[config.mk]
export PLATFORM = sky130hd
export DESIGN_NAME = f1_rd_ctrl
export DESIGN_NICKNAME = d
export VERILOG_FILES = /design/src/rtl/lenet_pkg.sv /design/src/rtl/f1_tag_pipe.sv /design/src/rtl/f1_rd_ctrl.sv
export SDC_FILE = /design/constraint.sdc
export NUM_CORES = 1
export LEC_CHECK = 0
export CAP_MARGIN = 5
export CORE_ASPECT_RATIO = 1.5
export CORE_UTILIZATION = 30
export DETAILED_ROUTE_END_ITERATION = 10
export PLACE_DENSITY = 0.6
export RECOVER_POWER = 50
export SLEW_MARGIN = 20
export SYNTH_ARGS = -nofsm -noshare
export SYNTH_HDL_FRONTEND = slang
export SYNTH_SLANG_ARGS = --single-unit
[constraint.sdc]
create_clock -name clk -period 6.4 [get_ports clk]
set_clock_uncertainty 0.1 [all_clocks]
set_input_delay 0.96 -clock clk [delete_from_list [all_inputs] [get_ports clk]]
set_output_delay 0.96 -clock clk [all_outputs]
set_load 0.01 [all_outputs]
[src/rtl/lenet_pkg.sv]
`default_nettype none
// ============================================================================
//  Module      : lenet_pkg
//  Description : Shared constants and FSM encoding for the LeNet conv-layer-1
//                feature-ROM read path (32x32 8-bit image, 5x5 kernel).
//  Revision    : 1.0  initial release
// ============================================================================
package lenet_pkg;

    // Image / kernel geometry
    localparam int IMG_W     = 32;
    localparam int K         = 5;
    localparam int OUT_W     = IMG_W - K + 1;     // valid-convolution output size

    // ROM interface
    localparam int ADDR_W    = 10;
    localparam int DATA_W    = 8;
    localparam int F1_RD_LAT = 2;                 // address cycle to data cycle

    // Derived counter / tag widths
    localparam int RC_W      = $clog2(OUT_W);     // output row/col index
    localparam int KC_W      = $clog2(K);         // kernel row/col index
    localparam int DRAIN_W   = (F1_RD_LAT > 1) ? $clog2(F1_RD_LAT) : 1;
    localparam int TAG_W     = 3 + 2 * RC_W;      // {valid, first, last, row, col}

    // Read-sequencer state encoding
    localparam logic [2:0] C_ST_IDLE    = 3'd0;
    localparam logic [2:0] C_ST_WAIT_PE = 3'd1;
    localparam logic [2:0] C_ST_ISSUE   = 3'd2;
    localparam logic [2:0] C_ST_DRAIN   = 3'd3;
    localparam logic [2:0] C_ST_DONE    = 3'd4;

    typedef enum logic [2:0] {
        ST_IDLE    = C_ST_IDLE,
        ST_WAIT_PE = C_ST_WAIT_PE,
        ST_ISSUE   = C_ST_ISSUE,
        ST_DRAIN   = C_ST_DRAIN,
        ST_DONE    = C_ST_DONE
    } state_t;

endpackage
`default_nettype wire

[src/rtl/f1_tag_pipe.sv]
`default_nettype none
// ============================================================================
//  Module      : f1_tag_pipe
//  Description : DEPTH-stage shift register that delays the tap tag tuple
//                {valid, first, last, row, col} so it lines up with ROM data.
//                Asynchronous active-low clear drops every in-flight tag.
//  Ports       : clk    - system clock
//                rst_n  - asynchronous active-low reset
//                i_tag  - tag generated in the address-issue cycle
//                o_tag  - tag delayed by DEPTH cycles
//  Revision    : 1.0  initial release
// ============================================================================
module f1_tag_pipe
    import lenet_pkg::*;
#(
    parameter int DEPTH = F1_RD_LAT,
    parameter int WIDTH = TAG_W
) (
    input  logic             clk,
    input  logic             rst_n,
    input  logic [WIDTH-1:0] i_tag,
    output logic [WIDTH-1:0] o_tag
);

    logic [DEPTH-1:0][WIDTH-1:0] r_stage;

    always_ff @(posedge clk or negedge rst_n) begin
        if (!rst_n) begin
            r_stage <= '0;
        end else begin
            r_stage[0] <= i_tag;
            for (int i = 1; i < DEPTH; i++) begin
                r_stage[i] <= r_stage[i-1];
            end
        end
    end

    assign o_tag = r_stage[DEPTH-1];

endmodule
`default_nettype wire

[src/rtl/f1_rd_ctrl.sv]
`default_nettype none
// ============================================================================
//  Module      : f1_rd_ctrl
//  Description : Read sequencer for the conv-1 feature ROM. Walks every KxK
//                window of the OUT_W x OUT_W output in raster order, issues
//                the K*K tap addresses of one window at a time (only when the
//                PE is ready) and tags the returning ROM data for the PE.
//  Ports       : clk, rst_n        - clock, asynchronous active-low reset
//                start             - pass start pulse (sampled in IDLE only)
//                busy, done        - pass in progress / end-of-pass pulse
//                pe_ready          - PE can accept one whole window
//                f1_raddr/f1_rdata - ROM address (registered) / read data
//                pix_*             - tap data with valid/first/last/row/col
//  Revision    : 1.0  initial release
// ============================================================================
module f1_rd_ctrl
    import lenet_pkg::*;
(
    input  logic              clk,
    input  logic              rst_n,
    input  logic              start,
    output logic              busy,
    output logic              done,
    input  logic              pe_ready,
    output logic [ADDR_W-1:0] f1_raddr,
    input  logic [DATA_W-1:0] f1_rdata,
    output logic [DATA_W-1:0] pix_data,
    output logic              pix_valid,
    output logic              pix_first,
    output logic              pix_last,
    output logic [RC_W-1:0]   pix_row,
    output logic [RC_W-1:0]   pix_col
);

    localparam logic [KC_W-1:0]    C_K_LAST     = KC_W'(K - 1);
    localparam logic [RC_W-1:0]    C_OUT_LAST   = RC_W'(OUT_W - 1);
    localparam logic [DRAIN_W-1:0] C_DRAIN_LAST = DRAIN_W'(F1_RD_LAT - 1);
    // Next kernel row: back over K-1 columns, down one image row.
    localparam logic [ADDR_W-1:0]  C_KROW_STEP  = ADDR_W'(IMG_W - (K - 1));
    // Next output row: from base of column OUT_W-1 to column 0 one row down.
    localparam logic [ADDR_W-1:0]  C_OROW_STEP  = ADDR_W'(IMG_W - (OUT_W - 1));

    state_t              r_state, w_state_nxt;
    logic [RC_W-1:0]     r_orow, w_orow_nxt;
    logic [RC_W-1:0]     r_ocol, w_ocol_nxt;
    logic [KC_W-1:0]     r_kr, w_kr_nxt;
    logic [KC_W-1:0]     r_kc, w_kc_nxt;
    logic [DRAIN_W-1:0]  r_drain, w_drain_nxt;
    logic [ADDR_W-1:0]   r_base, w_base_nxt;
    logic [ADDR_W-1:0]   r_raddr, w_raddr_nxt;
    logic                w_issue;
    logic [TAG_W-1:0]    w_tag_in, w_tag_out;

    always_ff @(posedge clk or negedge rst_n) begin
        if (!rst_n) begin
            r_state <= ST_IDLE;
            r_orow  <= '0;
            r_ocol  <= '0;
            r_kr    <= '0;
            r_kc    <= '0;
            r_drain <= '0;
            r_base  <= '0;
            r_raddr <= '0;
        end else begin
            r_state <= w_state_nxt;
            r_orow  <= w_orow_nxt;
            r_ocol  <= w_ocol_nxt;
            r_kr    <= w_kr_nxt;
            r_kc    <= w_kc_nxt;
            r_drain <= w_drain_nxt;
            r_base  <= w_base_nxt;
            r_raddr <= w_raddr_nxt;
        end
    end

    always_comb begin
        w_state_nxt = r_state;
        w_orow_nxt  = r_orow;
        w_ocol_nxt  = r_ocol;
        w_kr_nxt    = r_kr;
        w_kc_nxt    = r_kc;
        w_drain_nxt = r_drain;
        w_base_nxt  = r_base;
        w_raddr_nxt = r_raddr;
        w_issue     = 1'b0;

        case (r_state)
            ST_IDLE: begin
                if (start) begin
                    w_state_nxt = ST_WAIT_PE;
                    w_orow_nxt  = '0;
                    w_ocol_nxt  = '0;
                    w_kr_nxt    = '0;
                    w_kc_nxt    = '0;
                    w_drain_nxt = '0;
                    w_base_nxt  = '0;
                end
            end

            ST_WAIT_PE: begin
                // Preload tap 0 so it is on the bus in the first ISSUE cycle.
                if (pe_ready) begin
                    w_state_nxt = ST_ISSUE;
                    w_raddr_nxt = r_base;
                end
            end

            ST_ISSUE: begin
                // The address on the bus now belongs to tap (r_kr, r_kc).
                w_issue = 1'b1;
                if (r_kc == C_K_LAST) begin
                    w_kc_nxt = '0;
                    if (r_kr == C_K_LAST) begin
                        w_kr_nxt    = '0;
                        w_state_nxt = ST_DRAIN;
                    end else begin
                        w_kr_nxt    = r_kr + KC_W'(1);
                        w_raddr_nxt = r_raddr + C_KROW_STEP;
                    end
                end else begin
                    w_kc_nxt    = r_kc + KC_W'(1);
                    w_raddr_nxt = r_raddr + ADDR_W'(1);
                end
            end

            ST_DRAIN: begin
                if (r_drain == C_DRAIN_LAST) begin
                    w_drain_nxt = '0;
                    if (r_orow == C_OUT_LAST && r_ocol == C_OUT_LAST) begin
                        w_state_nxt = ST_DONE;
                    end else if (r_ocol == C_OUT_LAST) begin
                        w_ocol_nxt  = '0;
                        w_orow_nxt  = r_orow + RC_W'(1);
                        w_base_nxt  = r_base + C_OROW_STEP;
                        w_state_nxt = ST_WAIT_PE;
                    end else begin
                        w_ocol_nxt  = r_ocol + RC_W'(1);
                        w_base_nxt  = r_base + ADDR_W'(1);
                        w_state_nxt = ST_WAIT_PE;
                    end
                end else begin
                    w_drain_nxt = r_drain + DRAIN_W'(1);
                end
            end

            ST_DONE: begin
                w_state_nxt = ST_IDLE;
            end

            default: begin
                w_state_nxt = ST_IDLE;
            end
        endcase
    end

    // Row/col are zeroed on idle tags so the outputs read 0 between windows.
    assign w_tag_in = w_issue ? {1'b1,
                                 (r_kr == '0) && (r_kc == '0),
                                 (r_kr == C_K_LAST) && (r_kc == C_K_LAST),
                                 r_orow, r_ocol}
                              : '0;

    f1_tag_pipe #(
        .DEPTH (F1_RD_LAT),
        .WIDTH (TAG_W)
    ) u_tag_pipe (
        .clk   (clk),
        .rst_n (rst_n),
        .i_tag (w_tag_in),
        .o_tag (w_tag_out)
    );

    assign {pix_valid, pix_first, pix_last, pix_row, pix_col} = w_tag_out;
    assign pix_data = f1_rdata;
    assign f1_raddr = r_raddr;
    assign busy     = (r_state != ST_IDLE);
    assign done     = (r_state == ST_DONE);

endmodule
`default_nettype wire

### Yosys cells after proc, flatten, opt, wreduce, memory -nomap -nowiden

Index checks and enable logic that the tools add are counted.

| word-level totals | value |
|---|---|
| bits in registers | 66 |
| bits in latches | 0 |
| bits in writable memories | 0 |
| memory bits (read-only) | 0 |
| bits of input ports | 12 |
| output and inout port bits | 33 |
| logic and storage cells | 88 |
| memories | 0 |

| operators by class | value |
|---|---|
| add/sub/neg operators | 9 |
| multipliers | 0 |
| divide/modulo/power cells | 0 |
| $lt $le $gt $ge | 0 |
| eq/ne operators | 16 |
| shift-type cells | 0 |
| multiplexer cells | 36 |
| bitwise logic cells | 0 |
| reductions and logical operators | 17 |

Operator list:

| kind | number |
|---|---|
| 10-bit 2-to-1 mux | 7 |
| 10-bit one-hot mux with 2 select lines | 2 |
| 5-bit 2-to-1 mux | 7 |
| 3-bit 2-to-1 mux | 10 |
| 10-bit by 1-bit adder with 10-bit output (second input constant) | 2 |
| 5-bit one-hot mux with 2 select lines | 2 |
| 2-bit != test (second input constant) | 7 |
| 13-bit 2-to-1 mux | 1 |
| 3-bit one-hot mux with 2 select lines | 2 |
| 3-bit one-hot mux with 4 select lines | 1 |
| 10-bit by 3-bit adder with 10-bit output (second input constant) | 1 |
| 10-bit by 5-bit adder with 10-bit output (second input constant) | 1 |
| 5-bit by 1-bit adder with 5-bit output (second input constant) | 2 |
| 5-bit == test (second input constant) | 2 |
| 5-bit AND reduction | 2 |
| 3-bit == test (second input constant) | 3 |
| 3-bit zero test | 3 |
| 3-bit by 1-bit adder with 3-bit output (second input constant) | 2 |
| 3-bit by 2-bit == test with 1-bit output (second input constant) | 2 |
| 3-bit AND reduction | 2 |
| 2-bit nonzero test | 3 |
| 2-bit AND reduction | 2 |
| 4-bit AND reduction | 1 |
| 3-bit by 1-bit == test with 1-bit output (second input constant) | 1 |
| other kinds (6) | 10 |

### Depth between registers and ports, before layout

Gate-level depths: netlist (run 1).

| logic depth | value |
|---|---|
| depth in word-level cells | 5 |
| gate-level depth with buffers | 8 |
| depth with buffers taken out | 7 |

### Hierarchy

A second synthesis (run 1) with hierarchy kept.

| second synthesis, totals | value |
|---|---|
| cell total of the unflattened synthesis | 320 |
| area total of the unflattened synthesis | 3358.2 sq um |

By module, submodules not included:

| module | instances | cells each | area each (sq um) | seq. area each (sq um) |
|---|---|---|---|---|
| f1_rd_ctrl | 1 | 281 | 2610.0 | 1001.0 |
| f1_tag_pipe | 1 | 39 | 748.2 | 650.6 |

### Worst setup path before layout (run 1)

Ideal clock, no wire load.

| timing | value |
|---|---|
| path type | input port to flip-flop |
| from | input start |
| to | register r_base[8] |
| setup time | 0.078 ns |
| data arrival time | 2.073 ns |
| path slack | 4.149 ns |
| stages on the path | 4 |
| path buffers | 0 |
| path through | nor4b_4 > o32ai_2 > or4_1 > a21oi_1 |

| between the ends | value |
|---|---|
| cells in the longest elaborated chain, start to end | 2 |

Ends and longest elaborated chain:

| item | line | RTL |
|---|---|---|
| start: declaration | f1_rd_ctrl.sv:21 | `input logic start,` |
| 2-bit != test (no source line) | -- |  |
| 4-bit AND reduction (no source line) | -- |  |
| end signal: assignment | f1_rd_ctrl.sv:71 | `r_base <= w_base_nxt;` |
| end: declaration | f1_rd_ctrl.sv:49 | `logic [ADDR_W-1:0] r_base, w_base_nxt;` |

Every way passes these cells.
A chain may end at the register's enable or synchronous reset.

==> results of run 1 <==
registers in the layout (all words and copies together) (netlist names):
name and cells:
r_drain 1, u_tag_pipe.r_stage 13, r_state 3, r_kc 3, r_base 10, f1_raddr 10
r_orow 5, u_tag_pipe.o_tag 13, r_kr 3, r_ocol 5
placed cells by master, fill, tap and decap left out, types with 3 or more instances in the layout:
master,synthesis,routed
and4b_1,3,3
ha_1,11,11
a22o_1,4,4
clkinvlp_4,0,3
dfrtp_1,66,66
nor2_1,15,15
o21ai_0,4,4
nand3b_1,3,3
a31oi_1,5,5
or4_1,7,7
a21oi_1,21,21
a2bb2oi_1,3,3
o211ai_1,3,3
o31ai_1,11,11
nand2_1,23,23
nor3_1,10,10
clkbuf_16,0,9
and2_1,12,12
mux2i_1,4,4
o22ai_1,3,3
inv_1,13,13
a22oi_1,3,3
a211oi_1,4,4
nand3_1,6,6
o21ai_1,9,9
and3_1,4,4
clkdlybuf4s50_1,0,25
nand2b_1,3,3
worst min path at each step:
| stage | start | to | slack (ns) |
|---|---|---|---|
| after floorplan | u_tag_pipe.r_stage[0]$_DFF_PN0_ | u_tag_pipe.o_tag[0]$_DFF_PN0_ | 0.23 |
| final | u_tag_pipe.r_stage[2]$_DFF_PN0_ | u_tag_pipe.o_tag[2]$_DFF_PN0_ | 0.25 |
| after global routing | u_tag_pipe.r_stage[8]$_DFF_PN0_ | u_tag_pipe.o_tag[8]$_DFF_PN0_ | 0.25 |
| after detailed placement | u_tag_pipe.r_stage[1]$_DFF_PN0_ | u_tag_pipe.o_tag[1]$_DFF_PN0_ | 0.23 |
| after CTS | u_tag_pipe.r_stage[1]$_DFF_PN0_ | u_tag_pipe.o_tag[1]$_DFF_PN0_ | 0.25 |
| after global placement | u_tag_pipe.r_stage[8]$_DFF_PN0_ | u_tag_pipe.o_tag[8]$_DFF_PN0_ | 0.23 |
kinds of logic (layout without fill, tap and decap cells):
logic type               count (synthesis)  in the layout  share of synthesized area
AND/OR/NAND/NOR                        104            104                      0.182
AO/OA/AOI/OAI                           87             87                      0.179
flip-flops                              66             66                      0.491
buffers and inverters                   48             59                     0.0774
adder cells (fa/ha/maj)                 11             11                     0.0409
multiplexers                             6              6                     0.0186
XOR/XNOR                                 4              4                     0.0104
per-layer routing:
| layer | GRT usage | vias up | part of all wire |
|---|---|---|---|
| li1 | - | 1194 | - |
| met1 | 0.169 | 1225 | 0.44 |
| met2 | 0.211 | 54 | 0.50 |
| met3 | 0.0251 | 23 | 0.031 |
| met4 | 0.0815 | 0 | 0.032 |
| met5 | 0 | - | 0 |
final cells by class:
class,count,share of cell area
flip-flops and latches,66,0.421
multi-input cells,212,0.370
clock buffers,10,0.0609
well taps,147,0.0469
repair buffers,29,0.0711
inverters,14,0.0134
clock inverters,6,0.0169
metrics by stage:
| stage | hold WS, ns | power (mW) | setup WS, ns | std cells | utilization |
|---|---|---|---|---|---|
| 4_1_cts | 0.247 | 1.69 | 3.08 | 484 | 0.357 |
| 5_1_grt | 0.253 | 1.80 | 1.56 | 484 | 0.357 |
| 6_report | 0.245 | 1.68 | 2.41 | 484 | 0.357 |
| 3_3_place_gp | 0.234 | 1.18 | 2.85 | 468 | 0.329 |
| 2_1_floorplan | 0.231 | 1.02 | 4.15 | 326 | - |
| 3_5_place_dp | 0.235 | 1.19 | 2.73 | 468 | 0.329 |
power by group through the flow:
stage               registers, mW  logic (mW)  clock network, mW
global route                0.641       0.631              0.523
detailed placement          0.629       0.564                  0
finish                      0.623       0.561              0.494
floorplan                   0.591       0.429                  0
global placement            0.625       0.551                  0
CTS                         0.622       0.566              0.504
==> impl_metrics.csv, run 1 <==
group,metric,value,unit
critical_path,crit_path_end_kind,"asynchronous set/reset pin",
timing,fin_tns_setup,0,ns
clocking,numCtsBuffers,9,
critical_path,cp_slowest_cell,"clkbuf_1",
placed_design,place_congestion,0.763,
logic_synthesis,ys_types,59,
critical_path,setup.worst_path.start_class,"primary input",
power_and_ir_drop,p_clk_frac,0.294,
placed_design,placedInstanceArea,0.00362,sq mm
floorplan,coreArea,0.0110,sq mm
power_and_ir_drop,p_comb_frac,0.334,
logic_synthesis,synth_top_area_share,0.491,
placed_design,portBuffers,28,
cells_and_area,seqCellArea,0.00165,sq mm
routing,detail_route.wl_per_cell,14.3,um
cells_and_area,drive_above_1_share,0.0772,
critical_path,cpPeakStageDelay,2.45,ns
clocking,clock_sinks,66,
critical_path,crit_chain,"buf_2 > clkbuf_1",
logic_synthesis,ys_seq_elements,66,
logic_synthesis,ys_top_cells_by_count,"dfrtp_1, nand2_1, a21oi_1, buf_4, nor2_1",
floorplan,die_w,88.4,um
critical_path,cp.arrival,3.53,ns
floorplan,die_area,0.0116,sq mm
clocking,cts_resized,0,
timing,final-max-slew-violation-count,67,
power_and_ir_drop,p_leak,1.70,nW
routing,viasPerCell,5.16,
critical_path,criticalPathCategory,"primary input to asynchronous set/reset pin",
cells_and_area,diodes,0,
cells_and_area,n_fill_cell,1127,
timing,finalSetupViolations,0,
logic_synthesis,syn_nets,349,
floorplan,start_util,0.306,
critical_path,required,5.94,ns
logic_synthesis,synth_flop_cell,"dfrtp_1",
clocking,root_buffer,"clkbuf_16",
logic_synthesis,synth_edf_count,0,
logic_synthesis,syn_area_per_cell,10.3,sq um
power_and_ir_drop,p_sw_frac,0.368,
floorplan,die_y,132,um
logic_synthesis,synth_area_leaders,"dfrtp_1, ha_1, buf_4, a21oi_1, nand2_1",
critical_path,reg2reg_depth,4,
cells_and_area,nets,355,
min_path,hold_class,"register to register",
logic_synthesis,syn-cell-area,0.00336,sq mm
critical_path,worstPathBufferInverterCount,2,
power_and_ir_drop,intPower,1.06,mW
timing,tightest_slew,3.50,ns
routing,drtAntennaViolNets,0,
min_path,holdPathStages,0,
floorplan,ios,45,
logic_synthesis,async_flop_share,1.00,
cells_and_area,multiInputGateArea,0.00145,sq mm
routing,vias,2496,
clocking,cts_setup_buffers,0,
status,violations,"capacitance limit, slew limit",
critical_path,rr_endpoint,"r_base[8]$_DFFE_PN0P_",
logic_synthesis,synth_top_cell_by_area,"dfrtp_1",
cells_and_area,final_cell_area,0.00392,sq mm
power_and_ir_drop,pwr-share-seq,0.371,
clocking,clk-insertion-delay-late,0.33,ns
global_route,overflow,0,
global_route,grt_max_degree,67,
critical_path,cp_max_fo,66,
power_and_ir_drop,p_sw,0.617,mW
floorplan,num_rows,47,
flow_run,max-cap-violations,1,
routing,first_pass_iters,4,
critical_path,cpLargestDelayFamily,"buffers and inverters",
critical_path,rrSetupSlack,3.54,ns
global_route,antenna_found_initial,0,
clocking,hold_buffers,0,
clocking,cts_buffer_depth,2,
status,outcome,"finished with violations",
routing,first_iter_violations,175,
critical_path,crit_end,"u_tag_pipe.o_tag[12]$_DFF_PN0_",
logic_synthesis,netlist_instances,326,
global_route,grt_pass1_vias,2523,
critical_path,worstSetupStartpoint,"rst_n",
clocking,clk_pin_slew_worst_paths,0.05,ns
power_and_ir_drop,ir_drop,0.126,mV
timing,rsz0062_at_grt,"false",
clocking,h-tree-depth,3,
placed_design,hpwl,4.63,mm
global_route,grt_pass1_wl,12.2,mm
power_and_ir_drop,power_density,428,mW/mm^2
timing,slew_headroom,-1.33,
timing,clock.fmax,251,MHz
logic_synthesis,yosysWarningCount,0,
logic_synthesis,seq_area_frac_synth,0.491,
global_route,grt_usage,0.135,
clocking,tritoncts,"built",
timing,period_minus_slack,3.99,ns
routing,wl,6.91,mm
logic_synthesis,yosys.cell_count.top_type,"dfrtp_1",
cells_and_area,syn2layout_area_growth,16.7,%
timing,finalCritPeriodShare,0.623,
critical_path,r2r-start,"r_state[1]$_DFFE_PN0P_",
critical_path,cp.depth,2,
routing,drcViolationCount,0,
timing,hold_violations,0,
(Power assumes the default switching activity.)
==> inputs of run 2 (changes only) <==
--- a/config.mk
+++ b/config.mk
@@ -9,7 +9,7 @@
 export CORE_ASPECT_RATIO = 1.5
 export CORE_UTILIZATION = 30
 export DETAILED_ROUTE_END_ITERATION = 10
-export PLACE_DENSITY = 0.6
+export PLACE_DENSITY = 0.61
 export RECOVER_POWER = 50
 export SLEW_MARGIN = 20
 export SYNTH_ARGS = -nofsm -noshare
==> constraint.sdc (replaced) <==
create_clock -name clk -period 3.6 [get_ports clk]
set_clock_uncertainty 0.1 [all_clocks]
set_input_delay 0.54 -clock clk [delete_from_list [all_inputs] [get_ports clk]]
set_output_delay 0.54 -clock clk [all_outputs]
set_load 0.01 [all_outputs]
==> impl_metrics.csv, run 2 (synthesized netlist as in run 1, its figures left out) <==
group,metric,value,unit
global_route,grtUsageMet1,0.166,
critical_path,rrSetupSlack,1.18,ns
routing,drcViolationCount,2,
global_route,antenna_found_initial,0,
min_path,hold_class,"register to register",
cells_and_area,utilization,0.360,
critical_path,cp_slowest_cell,"dfrtp_1",
floorplan,die_w,88.4,um
floorplan,die_area,0.0116,sq mm
routing,wl,7.07,mm
timing,fin_tns_setup,0,ns
power_and_ir_drop,ir_drop,0.235,mV
routing,vias,2504,
timing,finalSetupViolations,0,
cells_and_area,seqCellArea,0.00165,sq mm
clocking,numCtsBuffers,9,
routing,first_pass_iters,7,
clocking,h-tree-depth,3,
cells_and_area,drive_above_1_share,0.0824,
placed_design,place_ws,0.891,ns
timing,period_minus_slack,2.57,ns
placed_design,portBuffers,28,
clocking,tritoncts,"built",
clocking,cts_buffer_depth,2,
status,outcome,"finished with violations",
global_route,overflow,0,
flow_run,max-cap-violations,0,
clocking,clk-insertion-delay-late,0.33,ns
timing,clock.fmax,389,MHz
power_and_ir_drop,power_density,775,mW/mm^2
timing,worst_slack,1.03,ns
critical_path,cpPeakStageDelay,0.57,ns
critical_path,crit_chain,"nor3_1 > inv_1 > clkdlybuf4s50_1",
floorplan,num_rows,47,
timing,rsz0062_at_grt,"false",
clocking,cts_resized,0,
power_and_ir_drop,p_leak,1.71,nW
cells_and_area,n_fill_cell,1092,
global_route,grt_pass1_wl,12.2,mm
timing,finalCritPeriodShare,0.714,
global_route,grt_max_degree,35,
cells_and_area,syn2layout_area_growth,17.8,%
clocking,clk_pin_slew_worst_paths,0.06,ns
critical_path,required,2.96,ns
timing,tightest_slew,1.33,ns
routing,viasPerCell,5.14,
global_route,grt_usage,0.135,
placed_design,hpwl,4.86,mm
global_route,grt.met2_usage,0.215,
timing,fin_hold_ws,0.247,ns
critical_path,cp_max_fo,17,
placed_design,place_congestion,0.817,
routing,first_iter_violations,135,
routing,drtAntennaViolNets,0,
cells_and_area,final_cell_mix,"dfrtp_1, clkdlybuf4s50_1, nand2_1",
clocking,hold_buffers,0,
cells_and_area,diodes,0,
critical_path,criticalPathCategory,"register to output pin",
clocking,root_buffer,"clkbuf_16",
timing,slew_headroom,0.116,
clocking,clock_sinks,66,
cells_and_area,nets,358,
cells_and_area,mostFrequentLayoutCell,"dfrtp_1",
floorplan,start_util,0.306,
power_and_ir_drop,p_total,3.07,mW
clocking,cts_setup_buffers,0,
global_route,met3_usage,0.0283,
status,violations,"DRC",
timing,final-max-slew-violation-count,0,
cells_and_area,multiInputGateArea,0.00145,sq mm
routing,detail_route.wl_per_cell,14.5,um
global_route,busiest_layer,"met2",
floorplan,die_y,132,um
critical_path,setup.worst_path.start_class,"register",
floorplan,coreArea,0.0110,sq mm
timing,hold_violations,0,
floorplan,ios,45,
global_route,grt_pass1_vias,2497,
critical_path,crit_path_end_kind,"output pin",
critical_path,cp.arrival,1.93,ns
run 2: changes by cell type in the layout (fill, tap and decap cells not counted):
cell,change
clkbuf_2,+1
dlygate4sd3_1,-2
inv_6,+2
clkdlybuf4s50_1,+2
clkbuf_1,+1
bufinv_16,+1
buf_4,+2
clkinv_2,-1
clkbuf_8,-1
buf_2,-1
clkinv_4,-1
run 2: layout make-up:
class | instances | share of cell area
Inverter | 14 | 0.0133
Clock inverter | 7 | 0.0253
Timing Repair Buffer | 32 | 0.0752
Multi-Input combinational cell | 212 | 0.366
Clock buffer | 9 | 0.0569
Tap cell | 147 | 0.0464
Sequential cell | 66 | 0.417
run 2: metrics by stage:
stage	cells	cell area (sq um)
floorplan	326	3360
global placement	471	3640
detailed placement	471	3640
CTS	487	3970
global route	487	3960
finish	487	3960
run 2: worst max-delay path: cells and delay by family, from the launching register on:
family,cells,cell delay (ns)
and+or+nand+nor,1,0.46
DFF,1,0.57
buffers and inverters,2,0.57
run 2: per-layer routing:
| layer | part of all wire | vias to the layer above |
|---|---|---|
| met5 | 0 | - |
| met4 | 0.031 | 0 |
| met3 | 0.042 | 16 |
| met2 | 0.50 | 58 |
| met1 | 0.42 | 1226 |
| li1 | - | 1204 |
run 2: worst paths after layout:
path                                                      start                             to  cells past startpoint
min in group asynchronous                                 rst_n          r_base[1]$_DFFE_PN0P_                      1
worst min-delay path            u_tag_pipe.r_stage[7]$_DFF_PN0_  u_tag_pipe.o_tag[7]$_DFF_PN0_                      0
worst max-delay path                     r_state[1]$_DFFE_PN0P_                           busy                      3
worst min register to register  u_tag_pipe.r_stage[7]$_DFF_PN0_  u_tag_pipe.o_tag[7]$_DFF_PN0_                      0
max in group asynchronous                                 rst_n  u_tag_pipe.o_tag[4]$_DFF_PN0_                      2
worst max register to register            r_ocol[0]$_DFFE_PN0P_          r_base[9]$_DFFE_PN0P_                      7
run 2: where the power goes:
part	total, mW	leakage [nW]	internal, mW	switching, mW
registers	1.10	0.892	0.896	0.208
clock network	0.944	0.149	0.610	0.334
logic	1.02	0.674	0.450	0.572
total	3.07	1.71	1.96	1.11
